`src/rtl/uart_pkg.sv`:
```
// rtl/uart_pkg.sv - shared encodings and frame-length helper for the UART message streamer
package uart_pkg;

   // Parity selection encoding
   localparam int PAR_NONE = 0;
   localparam int PAR_ODD  = 1;
   localparam int PAR_EVEN = 2;

   // Byte sequencing / frame serialisation states
   typedef enum logic [2:0] {
      ST_IDLE,
      ST_LOAD,
      ST_START,
      ST_DATA,
      ST_PAR,
      ST_STOP
   } tx_state_t;

   // Number of bit periods in one frame: start + data + optional parity + stop
   function automatic int frame_bits(input int data_bits, input int parity, input int stop_bits);
      return 1 + data_bits + ((parity != PAR_NONE) ? 1 : 0) + stop_bits;
   endfunction

endpackage

```
`src/rtl/uart_frame_tx.sv`:
```
// rtl/uart_frame_tx.sv - single-frame UART serialiser with load/start handshake and end-of-frame strobe
module uart_frame_tx
   import uart_pkg::*;
#(
   parameter int CLK_DIV   = 87,
   parameter int DATA_BITS = 8,
   parameter int PARITY    = PAR_NONE,
   parameter int STOP_BITS = 1
) (
   input  logic                 i_clk,
   input  logic                 i_rst,
   input  logic                 i_start,
   input  logic                 i_more,
   input  logic [DATA_BITS-1:0] i_data,
   output logic                 o_done,
   output logic                 o_txd
);

   localparam int FRAME_BITS = frame_bits(DATA_BITS, PARITY, STOP_BITS);
   localparam int CW         = $clog2(CLK_DIV);
   localparam int BW         = $clog2(FRAME_BITS);

   localparam logic [CW-1:0] DIV_LAST  = CW'(CLK_DIV - 1);
   localparam logic [BW-1:0] LAST_DATA = BW'(DATA_BITS);
   localparam logic [BW-1:0] LAST_BIT  = BW'(FRAME_BITS - 1);

   tx_state_t              r_state;
   logic [CW-1:0]          r_cnt;
   logic [BW-1:0]          r_bit;
   logic [DATA_BITS-1:0]   r_shift;
   logic                   r_par;
   logic                   r_txd;

   logic                   w_bit_end;
   logic [DATA_BITS-1:0]   w_shift_next;

   // r_bit holds the position within the frame: 0 = start, 1..DATA_BITS = data, then parity/stop
   assign w_bit_end    = (r_cnt == DIV_LAST);
   assign w_shift_next = r_shift >> 1;
   assign o_done       = (r_state == ST_STOP) && w_bit_end && (r_bit == LAST_BIT);
   assign o_txd        = r_txd;

   // Frame FSM: LOAD captures the byte, then each bit is held for CLK_DIV cycles
   always_ff @(posedge i_clk) begin
      if (i_rst) begin
         r_state <= ST_IDLE;
         r_cnt   <= '0;
         r_bit   <= '0;
         r_shift <= '0;
         r_par   <= 1'b0;
         r_txd   <= 1'b1;
      end else begin
         case (r_state)
            ST_IDLE: begin
               r_txd <= 1'b1;
               if (i_start) r_state <= ST_LOAD;
            end
            ST_LOAD: begin
               r_shift <= i_data;
               r_par   <= (PARITY == PAR_ODD) ? ~^i_data : ^i_data;
               r_txd   <= 1'b0;
               r_cnt   <= '0;
               r_bit   <= '0;
               r_state <= ST_START;
            end
            ST_START: begin
               if (w_bit_end) begin
                  r_cnt   <= '0;
                  r_bit   <= r_bit + 1'b1;
                  r_txd   <= r_shift[0];
                  r_state <= ST_DATA;
               end else begin
                  r_cnt <= r_cnt + 1'b1;
               end
            end
            ST_DATA: begin
               if (w_bit_end) begin
                  r_cnt <= '0;
                  r_bit <= r_bit + 1'b1;
                  if (r_bit == LAST_DATA) begin
                     if (PARITY != PAR_NONE) begin
                        r_txd   <= r_par;
                        r_state <= ST_PAR;
                     end else begin
                        r_txd   <= 1'b1;
                        r_state <= ST_STOP;
                     end
                  end else begin
                     r_shift <= w_shift_next;
                     r_txd   <= w_shift_next[0];
                  end
               end else begin
                  r_cnt <= r_cnt + 1'b1;
               end
            end
            ST_PAR: begin
               if (w_bit_end) begin
                  r_cnt   <= '0;
                  r_bit   <= r_bit + 1'b1;
                  r_txd   <= 1'b1;
                  r_state <= ST_STOP;
               end else begin
                  r_cnt <= r_cnt + 1'b1;
               end
            end
            ST_STOP: begin
               if (w_bit_end) begin
                  r_cnt <= '0;
                  if (r_bit == LAST_BIT) begin
                     r_bit   <= '0;
                     r_state <= i_more ? ST_LOAD : ST_IDLE;
                  end else begin
                     r_bit <= r_bit + 1'b1;
                  end
               end else begin
                  r_cnt <= r_cnt + 1'b1;
               end
            end
            default: begin
               r_txd   <= 1'b1;
               r_state <= ST_IDLE;
            end
         endcase
      end
   end

endmodule

```
`src/rtl/uart_msg_streamer.sv`:
```
// rtl/uart_msg_streamer.sv - message buffer, period timer and byte sequencer feeding a UART frame serialiser
module uart_msg_streamer
   import uart_pkg::*;
#(
   parameter int CLK_DIV   = 87,
   parameter int DATA_BITS = 8,
   parameter int PARITY    = PAR_NONE,
   parameter int STOP_BITS = 1,
   parameter int MSG_DEPTH = 16,
   parameter int PERIOD    = 10000000,
   localparam int AW       = $clog2(MSG_DEPTH)
) (
   input  logic                 i_clk,
   input  logic                 i_rst,
   input  logic                 i_enable,
   input  logic                 i_trigger,
   input  logic [AW:0]          i_msg_len,
   input  logic                 i_wr_en,
   input  logic [AW-1:0]        i_wr_addr,
   input  logic [DATA_BITS-1:0] i_wr_data,
   output logic                 o_txd,
   output logic                 o_busy,
   output logic                 o_byte_done,
   output logic                 o_msg_done,
   output logic [AW-1:0]        o_byte_idx
);

   localparam int            PW        = $clog2(PERIOD);
   localparam logic [PW-1:0] PER_LAST  = PW'(PERIOD - 1);
   localparam logic [AW:0]   DEPTH_LEN = (AW + 1)'(MSG_DEPTH);

   logic [DATA_BITS-1:0] r_mem [MSG_DEPTH];
   logic [PW-1:0]        r_per;
   logic                 r_busy;
   logic [AW-1:0]        r_idx;
   logic [AW:0]          r_len;
   logic                 r_byte_done;
   logic                 r_msg_done;

   logic                 w_tick;
   logic [AW:0]          w_len;
   logic                 w_accept;
   logic                 w_last;
   logic                 w_frame_done;
   logic [DATA_BITS-1:0] w_rd_data;

   assign w_tick    = i_enable && (r_per == PER_LAST);
   assign w_len     = (i_msg_len > DEPTH_LEN) ? DEPTH_LEN : i_msg_len;
   assign w_accept  = !r_busy && (w_tick || i_trigger) && (w_len != '0);
   assign w_last    = ({1'b0, r_idx} == (r_len - 1'b1));
   // Combinational read: a same-cycle write lands after this value is captured, so LOAD sees old data
   assign w_rd_data = r_mem[r_idx];

   assign o_busy      = r_busy;
   assign o_byte_done = r_byte_done;
   assign o_msg_done  = r_msg_done;
   assign o_byte_idx  = r_idx;

   // Message buffer write port; contents deliberately survive reset
   always_ff @(posedge i_clk) begin
      if (i_wr_en) r_mem[i_wr_addr] <= i_wr_data;
   end

   // Free-running period timer, parked at zero while periodic mode is off
   always_ff @(posedge i_clk) begin
      if (i_rst || !i_enable) begin
         r_per <= '0;
      end else if (r_per == PER_LAST) begin
         r_per <= '0;
      end else begin
         r_per <= r_per + 1'b1;
      end
   end

   // Byte sequencer: accept a start only when idle, step through bytes on each frame end
   always_ff @(posedge i_clk) begin
      if (i_rst) begin
         r_busy      <= 1'b0;
         r_idx       <= '0;
         r_len       <= '0;
         r_byte_done <= 1'b0;
         r_msg_done  <= 1'b0;
      end else begin
         r_byte_done <= 1'b0;
         r_msg_done  <= 1'b0;
         if (w_accept) begin
            r_busy <= 1'b1;
            r_len  <= w_len;
            r_idx  <= '0;
         end else if (r_busy && w_frame_done) begin
            r_byte_done <= 1'b1;
            if (w_last) begin
               r_msg_done <= 1'b1;
               r_busy     <= 1'b0;
            end else begin
               r_idx <= r_idx + 1'b1;
            end
         end
      end
   end

   uart_frame_tx #(
      .CLK_DIV  (CLK_DIV),
      .DATA_BITS(DATA_BITS),
      .PARITY   (PARITY),
      .STOP_BITS(STOP_BITS)
   ) u_frame_tx (
      .i_clk  (i_clk),
      .i_rst  (i_rst),
      .i_start(w_accept),
      .i_more (!w_last),
      .i_data (w_rd_data),
      .o_done (w_frame_done),
      .o_txd  (o_txd)
   );

endmodule
```
`config.mk`:
```
export PLATFORM = sky130hd
export DESIGN_NAME = uart_msg_streamer
export DESIGN_NICKNAME = d
export VERILOG_FILES = /design/src/rtl/uart_pkg.sv /design/src/rtl/uart_frame_tx.sv /design/src/rtl/uart_msg_streamer.sv
export SDC_FILE = /design/constraint.sdc
export NUM_CORES = 1
export LEC_CHECK = 0
export CAP_MARGIN = 30
export CORE_ASPECT_RATIO = 0.9
export CORE_UTILIZATION = 50
export CTS_CLUSTER_DIAMETER = 40
export DETAILED_ROUTE_END_ITERATION = 10
export PLACE_DENSITY = 0.67
export SETUP_SLACK_MARGIN = 0.3
export SLEW_MARGIN = 25
export SYNTH_ARGS = -nofsm -noshare
export SYNTH_HDL_FRONTEND = slang
export SYNTH_SLANG_ARGS = --single-unit
```
`constraint.sdc`:
```
create_clock -name i_clk -period 2.7 [get_ports i_clk]
set_input_delay 0.54 -clock i_clk [delete_from_list [all_inputs] [get_ports i_clk]]
set_output_delay 0.54 -clock i_clk [all_outputs]
set_load 0.01 [all_outputs]
```
Word-level counts from Yosys, hierarchy flattened
Memory sizes are Yosys's and may differ from the RTL's. A register that Yosys moved wholly into a read port is not among the register bits.
Cells that the tools add are included.
{ "word_totals": {"mem_bits_rw": 128, "reg_bits": 59, "output_inout_bits": 8, "inputBits": 22, "elab_cells": 101, "memories": 1} }
{ "classes": {"muxes": 33, "n_reduce_logical": 28, "order_cmp": 1, "bitwise": 3, "eq_ne": 19, "add_sub_neg": 5} }
{ "memory_table": {"columns": ["name", "words", "word_bits", "rd", "rd_clocked_by_memory_dff", "write_ports", "line", "text"], "rows": [
  ["r_mem", 16, 8, 1, 1, 1, "uart_msg_streamer.sv:32", "logic [DATA_BITS-1:0] r_mem [MSG_DEPTH];"]
]} }
{ "ops": {"columns": ["cell", "n"], "rows": [
  ["$add 24x1->24 const B", 1],
  ["$eq 24x24->1 const B", 1],
  ["$mux 3", 7],
  ["$mux 4", 5],
  ["$pmux 3 s6", 1],
  ["$mux 8", 2],
  ["$pmux 8 s2", 1],
  ["$ne 2x1->1 const B", 7],
  ["$pmux 7 s2", 1],
  ["$mux 1", 12],
  ["$pmux 4 s3", 1],
  ["$add 4x1->4 const B", 2],
  ["$eq 4x4->1 const B", 2],
  ["$reduce_bool 2->1", 4],
  ["$add 7x1->7 const B", 1],
  ["$eq 7x7->1 const B", 1],
  ["$mux 7", 1],
  ["$reduce_and 7->1", 1],
  ["$eq 3x2->1 const B", 2],
  ["$eq 3x3->1 const B", 2],
  ["$logic_and 1x1->1", 6],
  ["$reduce_and 3->1", 2],
  ["$reduce_or 3->1", 2],
  ["$eq 4x5->1", 1],
  ["other kinds (16)", 23]
]} }

Depth between registers and ports, before layout
{ "logic_depth": {"word_depth": 7, "depth_mapped": 8, "depth_no_buf": 7} }

By module
A second synthesis with hierarchy kept.
{ "hier_totals": {"cells_unflattened": 548, "hier_area_um2": 8064.0} }
{ "modules_own_cells": {"columns": ["mod", "cells_per_inst", "area_each_um2", "seq_area_each_um2", "instances"], "rows": [
  ["uart_msg_streamer", 392, 6648.9, 4644.5, 1],
  ["uart_frame_tx", 156, 1415.1, 460.4, 1]
]} }

Least setup slack after synthesis
No wires, ideal clock.
{ "synth_path": {"path_kind": "input-to-reg", "start": "in i_wr_addr[2]", "end": "mem r_mem[0][0] (enable)", "path_buffers": 0, "arrival_time_ns": 1.650, "path_stages": 2, "slack_ns": 0.667, "t_required_ns": 2.317, "setup_time_ns": 0.383, "cell_sequence": "or3b_2 nor3_1"} }
{ "synth_lines": {"columns": ["element", "line", "text"], "rows": [
  ["start, declared", "uart_msg_streamer.sv:19", "input logic [AW-1:0] i_wr_addr,"],
  ["end, declared", "uart_msg_streamer.sv:32", null]
]} }
No word-level cell before the write port.

==> metrics.csv <==
stage,metric,value,unit
floorplanning,Die Y,122,um
routing,Vias,4768,
synthesis,syn_nets,604,
routing,ANT nets after route,0,
cts,setup repair bufs after CTS,0,
sta,Slew headroom,50.8,%
sta,RSZ-0062 raised after global routing,no,
cts,clock sinks,191,
finish,share of layout cells above drive strength 1,16.0,%
critical_path,CP arrival,2450,ps
routing,DR vias/cell,5.71,
synthesis,Post-Synth Adder-Cell Area,1.25,%
sta,Tcrit/Tclk final,78.6,%
synthesis,Synth Area in XOR/XNOR,3.59,%
power_and_ir_drop,Clock power frac,41.5,%
routing,# DRC,0,
power_and_ir_drop,Comb power frac,5.5,%
floorplanning,io pins,30,
cts,H-tree depth,4,
sta,setup TNS,0,ps
cts,Num CTS Buffers,17,
cts,Max clock buf depth,2,
sta,worst-margin pin slew,735,ps
global_routing,GR Util All Layers,20.2,%
power_and_ir_drop,internal power,0.00467,W
finish,Area Overhead vs Synth,15.3,%
critical_path,Worst setup SP type,register,
power_and_ir_drop,switching part of the total,23.8,%
job,Max-Cap Viols,0,
cts,Clock Tree Root,clkbuf_16,
cts,# hold bufs at CTS,0,
outcome,status,completed,
power_and_ir_drop,P_leak,3.02,nW
sta,"Setup violations, final",0,
min_path,min-delay src,r_per[0],
min_path,HP Class,register to register,
sta,final worst slack,579,ps
critical_path,CP Max Fanout,6,
sta,final hold violations,0,
synthesis,largest family of logic cells by synthesized area,simple AND/OR/NAND/NOR gates,
finish,Antenna diodes,0,
synthesis,number of synthesized register bits,191,
floorplanning,die footprint,16500,sq um
power_and_ir_drop,overall power,0.00613,W
critical_path,Reg-to-Reg Start,u_frame_tx.r_bit[1],
routing,drt pass-1 iters,4,
placed_design,GPL Wtd Cong,0.863,
finish,Finished Layout Cells,835,
synthesis,most common flop cell mapped by yosys,edfxtp_1,
synthesis,Synth Area in Compound Gates,7.47,%
routing,Iteration-0 DRC Markers,369,
synthesis,ys async rst share,0,%
sta,worst clock skew,12.8,ps
global_routing,total grt overflow,0,
sta,FMAX,471,MHz
power_and_ir_drop,power share of the sequential group,52.9,%
synthesis,Post-Syn Instances,574,
finish,Layout Nets,650,
power_and_ir_drop,Peak VDD IR,0.505,mV
placed_design,post-DP HPWL,9.86,mm
synthesis,number of enable flip-flop cells after synthesis,128,
finish,Final Util,59.5,%
floorplanning,initial cell density of the core,51.6,%
critical_path,CP required,3030,ps
finish,multi-input logic area,2730,sq um
critical_path,kind of critical path,register to register,
sta,Final Max Slew Viols,0,
synthesis,Post-Synth Simple-Gate Area,12.8,%
global_routing,vias in the first global route,4733,
floorplanning,area of the core,15500,sq um
synthesis,"Seq/Total Area, Yosys",63.9,%
cts,"CTS clk-pin slew, worst paths",70,ps
cts,post-CTS sizing,0,
floorplanning,die width,135,um
power_and_ir_drop,net switching power,0.00146,W
sta,fin crit period,2120,ps
synthesis,multiplexer share of the synthesized area,9.15,%
placed_design,dpl cells,803,
routing,per-cell routed wire length,18.2,um
placed_design,Port-buffer cells,29,
cts,CTS tree,done,
critical_path,Critical Path Sink Type,register,
synthesis,mean post-synth cell area,13.9,sq um
synthesis,"Cell Area, Synth",7990,sq um
finish,fill cell count,1193,
synthesis,synth warn,0,
global_routing,first-pass GRT wire length,24.5,mm
synthesis,count of cell types in the netlist,62,
floorplanning,num rows,43,
placed_design,pre-CTS WS,429,ps
finish,Reg area,5110,sq um
global_routing,largest net degree at the start of global routing,33,
power_and_ir_drop,power per cell area,665,nW/um^2
global_routing,initial antenna violation count,0,
routing,DRT Wirelength,15.2,mm
critical_path,Critical Path Source,u_frame_tx.r_bit[1],
cts,"Clk Latency, worst-skew pair",440,ps
-- power by group through the flow --
stage / clock (W) / combinational [W] / sequential [W]
6_report: 0.00254 / 0.000338 / 0.00324
5_1_grt: 0.00269 / 0.000377 / 0.00325
3_5_place_dp: 0 / 0.000336 / 0.00331
4_1_cts: 0.00259 / 0.000340 / 0.00324
2_1_floorplan: 0 / 0.000226 / 0.00328
3_3_place_gp: 0 / 0.000327 / 0.00330
-- flip-flops by register name, summed over array words and instances, names as in the netlist, 3 cells and up, named ones only --
register	count
r_mem	128
u_frame_tx.r_shift	8
u_frame_tx.r_state	3
r_per	24
r_len	5
o_byte_idx	4
u_frame_tx.r_bit	4
u_frame_tx.r_cnt	7
-- worst max-delay path, cell delays in order (launching register included) --
cell and delay, ps:
dfxtp_1 340, inv_1 110, ha_1 200, nand4b_1 170
or4_4 560, a31oi_4 260, a41oi_1 160, o21ba_1 220
-- cell families after synthesis --
logic type,Yosys count
adders and majority gates,8
xor gates and xnor gates,31
muxes,33
buffers and inverters,35
and+or+nand+nor,191
AOI/OAI and AO/OA,85
DFF,191
-- through the flow --
step	instance area [sq um]	hold slack (ps)
after floorplan	7990	441
after global placement	8600	462
after detailed placement	8600	468
after CTS	9210	485
after global routing	9210	508
final	9210	480
-- metal layers --
metal | GRT usage [%] | wire [um] | part of all wire (%)
met5 | 0 | 0 | 0
met4 | 9.41 | 311 | 2.0
met2 | 31.1 | 7130 | 47
met1 | 27.5 | 7080 | 46
met3 | 4.54 | 704 | 4.6
-- synthesized netlist by cell type (3+ instances only) --
cell type / n / area share [%]
edfxtp_1: 128 / 48
nor2_1: 68 / 3.2
dfxtp_1: 63 / 16
mux4_2: 32 / 9.0
a21oi_1: 23 / 1.4
nand2_1: 23 / 1.1
nor3_1: 20 / 1.3
nand3_1: 18 / 1.1
xor2_1: 18 / 2.0
a22oi_1: 17 / 1.6
o21ai_0: 13 / 0.81
xnor2_1: 12 / 1.3
clkbuf_1: 11 / 0.52
inv_1: 11 / 0.52
buf_2: 9 / 0.56
nand4_1: 9 / 0.70
ha_1: 8 / 1.3
nand3b_1: 8 / 0.75
a211oi_1: 7 / 0.66
nand2b_1: 6 / 0.47
nor2b_1: 6 / 0.47
and3_1: 4 / 0.31
nor4_1: 4 / 0.31
o31ai_1: 4 / 0.38
a41oi_1: 3 / 0.33
buf_1: 3 / 0.14
nand4b_1: 3 / 0.33
nor3b_1: 3 / 0.28
-- layout by cell type, fill, tap and decap left out, drive strengths merged, types with 3 or more instances in the layout --
cell           synthesis  layout
o31ai                  4       4
nand4b                 4       4
dfxtp                 63      63
buf                   13      22
a22oi                 17      17
and2                   3       3
edfxtp               128     128
nand3                 18      18
or2                    3       3
nand3b                 8       8
o21ai                 13      13
clkinv                 0       5
xnor2                 12      12
nor2                  68      68
nor4                   5       5
or4b                   3       3
nand4                  9       9
mux4                  32      32
and3                   4       4
a41oi                  3       3
ha                     8       8
clkbuf                11      17
nor3                  21      21
nor3b                  4       4
nor2b                  6       6
xor2                  18      18
inv                   11      20
a21o                   4       4
nand2b                 6       6
a211oi                 7       7
a21oi                 23      23
nand2                 23      23
or4                    3       3
clkdlybuf4s50          0      29
-- layout make-up --
type                    count  share of cell area, %
well taps                 202                   2.74
clock inverters            15                   2.01
flip-flops and latches    191                   55.4
inverters                  11                  0.448
multi-input cells         348                   29.7
repair buffers             51                   5.08
clock buffers              17                   4.62
-- final timing paths --
path	depth (start not counted)	to	slack (ps)
max reg2reg	7	register	580
max	7	register	580
min	1	r_per[0]	480
min reg2reg	1	r_per[0]	480
No activity file was read; power rests on OpenSTA's default activity.
==> variant (same flow settings) <==
Reset style: asynchronous (`i_rst`), changed in 2 clocked blocks.
--- a/src/rtl/uart_frame_tx.sv
+++ b/src/rtl/uart_frame_tx.sv
@@ -42,5 +42,5 @@
 
    // Frame FSM: LOAD captures the byte, then each bit is held for CLK_DIV cycles
-   always_ff @(posedge i_clk) begin
+   always_ff @(posedge i_clk or posedge i_rst) begin
       if (i_rst) begin
          r_state <= ST_IDLE;
--- a/src/rtl/uart_msg_streamer.sv
+++ b/src/rtl/uart_msg_streamer.sv
@@ -74,5 +74,5 @@
 
    // Byte sequencer: accept a start only when idle, step through bytes on each frame end
-   always_ff @(posedge i_clk) begin
+   always_ff @(posedge i_clk or posedge i_rst) begin
       if (i_rst) begin
          r_busy      <= 1'b0;
Formal check against the unedited RTL: differs if i_rst is asserted again (counterexample within 4 cycles, from zero or initial values and one cycle with i_rst high); with i_rst held inactive, the same outputs for 10 cycles.
==> variant against the unedited design <==
Total power rose by 3.6%; routed wire length rose by 5.0%; first-iteration DRC count rose by 3.3%; largest power group unchanged; sequential share of layout area rose by 0.12 points; sequential cell count fell by 4; worst setup slack got worse by 180 ps; combinational power rose by 76%; cell area rose by 1.7%; non-clock buffer count rose by 7; maximum frequency fell by 7.6%; synthesized area rose by 1.3%.
==> variant: results (changes against the unedited design) <==
[power]
p_leak_uw = 0.00309  ; +2.4%
vdd_drop_max_mv = 0.417  ; -17%

[finish]
top_regs = r_mem (128), r_per (24), u_frame_tx.r_shift (8)
antenna_cells = 0  ; unchanged
drive_gt1_share_pct = 17.8  ; +1.9 points
nets = 654  ; +0.62%
num-fill-cells = 1189  ; -0.34%

[routing]
drt_iter0_markers = 381  ; +3.3%
dr.pass1.iters = 5  ; +1
ant_nets = 0  ; unchanged
wl_um = 16000  ; +5.0%
drt-vias-per-instance = 5.89  ; +3.1%

[critical_path]
slowest_delay_ps = 670  ; +110 ps
slowest_stage = dfrtp_2
path_delay_family = flip-flops
cp_max_fo = 16  ; +10

[sta]
relSlewSlack_pct = 53.9  ; +3.1 points
skew_ps = 9.87  ; -2.89 ps

[logic_synthesis]
synth_xor_area_share_pct = 2.92  ; -0.66 points
synth.distinct_cells = 61  ; -1.6%
muxShareOfSynthArea_pct = 11.5  ; +2.4 points
synth-async-reset-ratio_pct = 18.7  ; +19 points
ys.warnings.count = 0  ; unchanged
synthAdderAreaFrac_pct = 1.55  ; +0.29 points
synth-compound-area-share_pct = 6.87  ; -0.60 points
netlist_top_cells_count = 128 x edfxtp_1, 51 x nor2_1, 34 x dfrtp_1, 32 x mux4_2, 28 x nand2_1
synth_area_leaders = edfxtp_1 48%, dfrtp_1 11%, mux4_2 8.9%, dfxtp_1 5.9%, nor2_1 2.4%
syn-num-nets = 602  ; -0.33%
seq_area_frac_synth_pct = 64.3  ; +0.39 points
synth-edff-count = 128  ; unchanged

[status]
outcome = finished, final reports clean

[placement]
portBuffers = 29  ; unchanged
hpwl_um = 10400  ; +5.1%
gp_congestion = 0.860  ; -0.35%

[cts]
cts_buffers = 17  ; unchanged
clkLatencyLatePin_ps = 430
clockBufferDepth = 2  ; unchanged
root_buffer = clkbuf_16
clkSlewWorstSetupHoldPaths_ps = 70  ; about the same
h-tree-depth = 4  ; unchanged

[min_path]
hold_class = flop to flop

[global_routing]
grt.total_usage_pct = 21.0  ; +0.80 points
grt_pass1_vias = 4814  ; +1.7%
grt_first_pass_wirelength_um = 25600  ; +4.3%
grt_max_degree = 36  ; +9.1%
antenna_found_initial = 0  ; unchanged

variant: cell families (layout without fill, tap and decap cells):
group | after synthesis | after routing
buffers and inverters | 42 | 106
DFF | 187 | 187
muxes | 52 | 52
xor gates and xnor gates | 27 | 27
adders and majority gates | 10 | 10
and+or+nand+nor | 166 | 166
AOI/OAI and AO/OA | 86 | 86
variant: final cells by class:
cell class,instances,share of cell area [%]
sequential,187,55.5
multi-input combinational,341,29.0
timing repair buffer,58,5.56
clock buffer,17,4.54
tap,202,2.70
clock inverter,14,1.95
inverter,17,0.681
variant: layer usage:
metal,GRT usage (%),vias up,part of all wire [%]
li1,-,2283,-
met1,29.3,2483,46
met2,32.8,142,47
met3,4.42,16,5.3
met4,7.43,0,1.1
met5,0,-,0
variant: timing repair:
| item | 4_1_cts | 5_1_grt |
|---|---|---|
| endpoints found under the hold margin | 0 | 0 |
| setup buffers | 0 | 0 |
| resized for setup | 0 | 1 |
| setup endpoints to repair | 0 | 1 |
variant: per-stage QoR:
stage          util, %  instances  cell area [um^2]  worst slack, ps
6_report          60.0        836              9370              404
5_1_grt           60.0        836              9370              311
2_1_floorplan        -        570              8090              417
3_3_place_gp      56.1        805              8750              495
3_5_place_dp      56.1        805              8750              420
4_1_cts           60.0        836              9360              352
variant: worst paths after layout:
check,to,start,slack (ps),cells past startpoint
max,o_byte_idx[0],o_byte_idx[0],400,1
min,r_per[0],r_per[0],470,1
max reg2reg,o_byte_idx[3],u_frame_tx.r_cnt[0],470,7
min reg2reg,r_per[0],r_per[0],470,1
max in group asynchronous,u_frame_tx.o_txd,i_rst,1800,3
min in group asynchronous,o_byte_idx[1],i_rst,550,3
variant: power by group:
group          switching [uW]  total (uW)  internal, uW  leakage (uW)
Combinational             300         594           294       0.00101
Sequential               71.7        3230          3160       0.00178
Clock                    1120        2530          1400      0.000289
